### src/rtl/mem_port_arbiter.sv
// Single-bus arbiter between instruction fetch and data access ports.
// Data side has priority; one registered bus transaction outstanding at a time.
module mem_port_arbiter (
   input  logic        clk,
   input  logic        rst,
   // fetch port
   input  logic        if_req,
   input  logic [31:0] if_addr,
   output logic [31:0] if_rdata,
   output logic        if_ready,
   // data port
   input  logic        dm_req,
   input  logic        dm_we,
   input  logic [3:0]  dm_sel,
   input  logic [31:0] dm_addr,
   input  logic [31:0] dm_wdata,
   output logic [31:0] dm_rdata,
   output logic        dm_ready,
   // external bus
   output logic        bus_req,
   output logic        bus_we,
   output logic [3:0]  bus_sel,
   output logic [31:0] bus_addr,
   output logic [31:0] bus_wdata,
   input  logic        bus_ack,
   input  logic [31:0] bus_rdata,
   // pipeline
   output logic        stall
);

   localparam int unsigned AW = 32;
   localparam int unsigned DW = 32;
   localparam int unsigned SW = 4;

   typedef enum logic [1:0] {
      S_IDLE    = 2'd0,
      S_IF_BUSY = 2'd1,
      S_DM_BUSY = 2'd2
   } state_t;

   state_t          r_state;
   state_t          w_state_nxt;

   logic            r_bus_req;
   logic            r_bus_we;
   logic [SW-1:0]   r_bus_sel;
   logic [AW-1:0]   r_bus_addr;
   logic [DW-1:0]   r_bus_wdata;
   logic            r_if_ready;
   logic            r_dm_ready;
   logic [DW-1:0]   r_if_rdata;
   logic [DW-1:0]   r_dm_rdata;

   logic            w_if_elig;
   logic            w_dm_elig;
   logic            w_grant_if;
   logic            w_grant_dm;
   logic            w_done_if;
   logic            w_done_dm;

   // A requester is masked in the cycle its ready pulse is high, so the
   // request it is still holding is not reissued.
   assign w_if_elig = if_req & ~r_if_ready;
   assign w_dm_elig = dm_req & ~r_dm_ready;

   // State register
   always_ff @(posedge clk or negedge rst) begin
      if (!rst) begin
         r_state <= S_IDLE;
      end else begin
         r_state <= w_state_nxt;
      end
   end

   // Next state and grant/complete strobes
   always_comb begin
      w_state_nxt = r_state;
      w_grant_if  = 1'b0;
      w_grant_dm  = 1'b0;
      w_done_if   = 1'b0;
      w_done_dm   = 1'b0;
      case (r_state)
         S_IDLE: begin
            if (w_dm_elig) begin
               w_state_nxt = S_DM_BUSY;
               w_grant_dm  = 1'b1;
            end else if (w_if_elig) begin
               w_state_nxt = S_IF_BUSY;
               w_grant_if  = 1'b1;
            end
         end
         S_IF_BUSY: begin
            if (bus_ack) begin
               w_state_nxt = S_IDLE;
               w_done_if   = 1'b1;
            end
         end
         S_DM_BUSY: begin
            if (bus_ack) begin
               w_state_nxt = S_IDLE;
               w_done_dm   = 1'b1;
            end
         end
         default: begin
            w_state_nxt = S_IDLE;
         end
      endcase
   end

   // Bus command, ready pulses and read-data capture
   always_ff @(posedge clk or negedge rst) begin
      if (!rst) begin
         r_bus_req   <= 1'b0;
         r_bus_we    <= 1'b0;
         r_bus_sel   <= '0;
         r_bus_addr  <= '0;
         r_bus_wdata <= '0;
         r_if_ready  <= 1'b0;
         r_dm_ready  <= 1'b0;
         r_if_rdata  <= '0;
         r_dm_rdata  <= '0;
      end else begin
         r_if_ready <= w_done_if;
         r_dm_ready <= w_done_dm;
         if (w_grant_dm) begin
            r_bus_req   <= 1'b1;
            r_bus_we    <= dm_we;
            r_bus_sel   <= dm_sel;
            r_bus_addr  <= dm_addr;
            r_bus_wdata <= dm_wdata;
         end else if (w_grant_if) begin
            r_bus_req   <= 1'b1;
            r_bus_we    <= 1'b0;
            r_bus_sel   <= SW'(4'hF);
            r_bus_addr  <= if_addr;
            r_bus_wdata <= '0;
         end else if (w_done_if || w_done_dm) begin
            r_bus_req   <= 1'b0;
         end
         if (w_done_if) begin
            r_if_rdata <= bus_rdata;
         end
         if (w_done_dm && !r_bus_we) begin
            r_dm_rdata <= bus_rdata;
         end
      end
   end

   assign bus_req   = r_bus_req;
   assign bus_we    = r_bus_we;
   assign bus_sel   = r_bus_sel;
   assign bus_addr  = r_bus_addr;
   assign bus_wdata = r_bus_wdata;
   assign if_ready  = r_if_ready;
   assign dm_ready  = r_dm_ready;
   assign if_rdata  = r_if_rdata;
   assign dm_rdata  = r_dm_rdata;

   // Stall while either stage has a request that has not yet completed
   assign stall = (if_req & ~r_if_ready) | (dm_req & ~r_dm_ready);

endmodule
### config.mk
export PLATFORM = sky130hd
export DESIGN_NAME = mem_port_arbiter
export DESIGN_NICKNAME = d
export VERILOG_FILES = /design/src/rtl/mem_port_arbiter.sv
export SDC_FILE = /design/constraint.sdc
export NUM_CORES = 1
export LEC_CHECK = 0
export CORE_UTILIZATION = 35
export DETAILED_ROUTE_END_ITERATION = 10
export GPL_ROUTABILITY_DRIVEN = 0
export PLACE_DENSITY_LB_ADDON = 0.1
export SETUP_SLACK_MARGIN = 0.15
export SLEW_MARGIN = 15
export SYNTH_ARGS = -nofsm -noshare
export SYNTH_HDL_FRONTEND = slang
export SYNTH_SLANG_ARGS = --single-unit
### constraint.sdc
create_clock -name clk -period 4.7 [get_ports clk]
set_input_delay 0.94 -clock clk [delete_from_list [all_inputs] [get_ports clk]]
set_output_delay 0.94 -clock clk [all_outputs]
set_load 0.01 [all_outputs]
==> impl_metrics.tcl <==
set metrics [dict create \
    firstDrtPassIters 4 \
    syn_nets 496 \
    worstRegToRegCells 5 \
    synthFlopType "dfrtp_1" \
    cts_resized 0 \
    cts_tree "yes" \
    worstPathRequired_ns 3.76 \
    worst_slack_ns 1.60 \
    skew_ns 0.00474 \
    cellLeakagePower_nw 3.75 \
    cts_root_buf "clkbuf_16" \
    finalCriticalPeriod_ns 3.10 \
    crit_path_cell_trace "clkdlybuf4s50_1 > nand2b_1 > nand2_1 > clkdlybuf4s50_1" \
    seqCellArea_sq_um 3450 \
    synth_top_area_share_pct 64.4 \
    crit_path_top_delay_cell "clkdlybuf4s50_1" \
    cp_common_cell "clkdlybuf4s50_1" \
    multi_input_comb_area_sq_um 1750 \
    hold_path_class "reg2reg" \
    start_util_pct 36.4 \
    area_growth_pct 64.9 \
    synth.area.top_cells "dfrtp_1 64%, mux2_2 7.1%, mux2_1 6.3%" \
    cts_made_buffers 17 \
    final_nets 769 \
    clkTransAtPathRegs_ns 0.06 \
    cts.path.max_buffers 2 \
    finalSetupViolCount 0 \
    cp-start-kind "input port" \
    finalHoldViolCount 0 \
    htree_num_levels 4 \
    num_rows 44 \
    slew_violations 0 \
    synth_top_cell_by_area "dfrtp_1" \
    yosysUniqueCellTypes 24 \
    clock.fmax_ghz 0.323 \
    fp.dieH_microns 126 \
    crit_type "in2out" \
    cp_max_fo 3 \
    grt.overflow.total 0 \
    cap_violations 0 \
    synth_edf_count 0 \
    utilization_pct 59.9 \
    wl_mm 16.0 \
    coreArea_sq_um 14800 \
    cp-end-kind "primary output" \
    synth_area_sq_um 5360 \
    grt_max_degree 97 \
    drtAntennaViolNets 0 \
    synth_area_per_cell_sq_um 15.1 \
    grt_pass1_wl_mm 25.4 \
    n_fill_cell 1183 \
    antenna_found_initial 1 \
    worstPathArrival_ns 2.16 \
    synth.cells.most_frequent "138 x dfrtp_1, 34 x a22o_1, 34 x mux2_2" \
    dp_hpwl_mm 11.3 \
    postCtsHoldBufs 0 \
    cts_sinks 138 \
    via_count 4069 \
    rsz0062_at_grt "no" \
    via_per_inst 4.93 \
    tightest_slew_ns 0.901 \
    post_cts_buffers 0 \
    wl_per_cell_microns 19.4 \
    syn_inst 355 \
    async_flop_share_pct 100 \
    clock_latency_ns 0.41 \
    ys_warn_count 0 \
    drt-initial-drc-count 199 \
    slew_headroom_pct 39.9 \
    status "complete, no violations" \
    port_buffers 274 \
    whs_path_depth 1 \
    ys_seq_area_share_pct 64.4 \
    drc 0 \
    ys_seq_elements 138 \
    cpPeakStageDelay_ns 0.53 \
    die_width_microns 126 \
    power_density_nw_per_um2 690 \
    fp.dieArea_sq_um 15800 \
    yosysMostFrequentCell "dfrtp_1" \
    io_pins 275 \
    period_share_pct 65.9 \
    drive_above_1_share_pct 11.9 \
    tns_ns 0 \
    grt_pass1_vias 4443 \
    grt_usage_pct 21.2 \
    finalPower_w 0.00610 \
    vdd_drop_max_mv 0.361 \
    pre_cts_ws_ns 1.60 \
]
## flip-flops by register name, indices dropped and copies added, names as in the netlist
name / flops
bus_sel: 4
dm_rdata: 32
bus_addr: 32
dm_ready: 1
if_ready: 1
r_state: 2
bus_wdata: 32
bus_we: 1
bus_req: 1
if_rdata: 32
## area by class of cell
type | instances | area share (%)
Inverter | 5 | 0.212
Clock buffer | 18 | 4.97
Sequential cell | 138 | 39.0
Multi-Input combinational cell | 188 | 19.8
Timing Repair Buffer | 278 | 31.4
Clock inverter | 14 | 1.92
Antenna cell | 1 | 0.0283
Tap cell | 184 | 2.60
## power by group
group / leakage [nW] / total [W] / internal [W] / switching, W
Sequential: 1.68 / 0.00209 / 0.00178 / 0.000314
Combinational: 1.79 / 0.00265 / 0.00158 / 0.00107
Clock: 0.277 / 0.00136 / 0.000848 / 0.000514
Total: 3.75 / 0.00610 / 0.00420 / 0.00190
## placed cells by master (no fill, tap or decap), drive strengths merged
cell           count
a221o             32
nand2              4
clkbuf            18
bufinv             3
o21ai              1
inv                7
buf                5
dfrtp            138
nor2b              1
clkinvlp           7
and3b              1
and2b              1
ha                 3
and2              33
clkinv             2
a21oi              3
clkdlybuf4s50    273
mux2              64
nand2b             4
o22a               4
a22o              34
nor3               1
diode              1
o31ai              2
## critical path: cells and delay by family
| family | cells | cell delay (ns) |
|---|---|---|
| buffers and inverters | 2 | 1.00 |
| AND/OR/NAND/NOR | 2 | 0.22 |
## worst paths after layout
check,slack [ns],to,from
hold / removal,0.49,dm_rdata[17],dm_rdata[17]
max in group asynchronous,3.00,bus_wdata[6],rst
setup / recovery,1.60,stall,if_req
min in group asynchronous,0.60,if_rdata[29],rst
setup reg to reg,2.67,bus_addr[22],r_state[0]
hold reg to reg,0.49,dm_rdata[17],dm_rdata[17]
## stage by stage
step	cells	cell area [sq um]	hold WS (ns)
3_5_place_dp	792	8220	0.481
6_report	826	8840	0.491
2_1_floorplan	355	5360	0.491
5_1_grt	825	8840	0.510
4_1_cts	824	8830	0.495
3_3_place_gp	792	8220	0.474
## logic make-up (layout without fill, tap and decap cells)
family                   count (synthesis)  count (layout)  share of synthesized area, %
AO/OA/AOI/OAI                           76              76                          12.9
multiplexers                            64              64                          13.4
flip-flops                             138             138                          64.4
other                                    0               1                             0
adder cells (fa/ha/maj)                  3               3                         0.700
AND/OR/NAND/NOR                         45              45                          5.27
buffers and inverters                   29             315                          3.31
## per-layer routing
layer	vias up	track usage, %	wire (microns)
met5	-	0	0
met4	0	7.65	328
met3	21	9.56	1470
met2	179	35.2	7970
met1	2011	24.2	6270
li1	1858	-	-
Note: power is estimated with default switching activity, not from simulation.
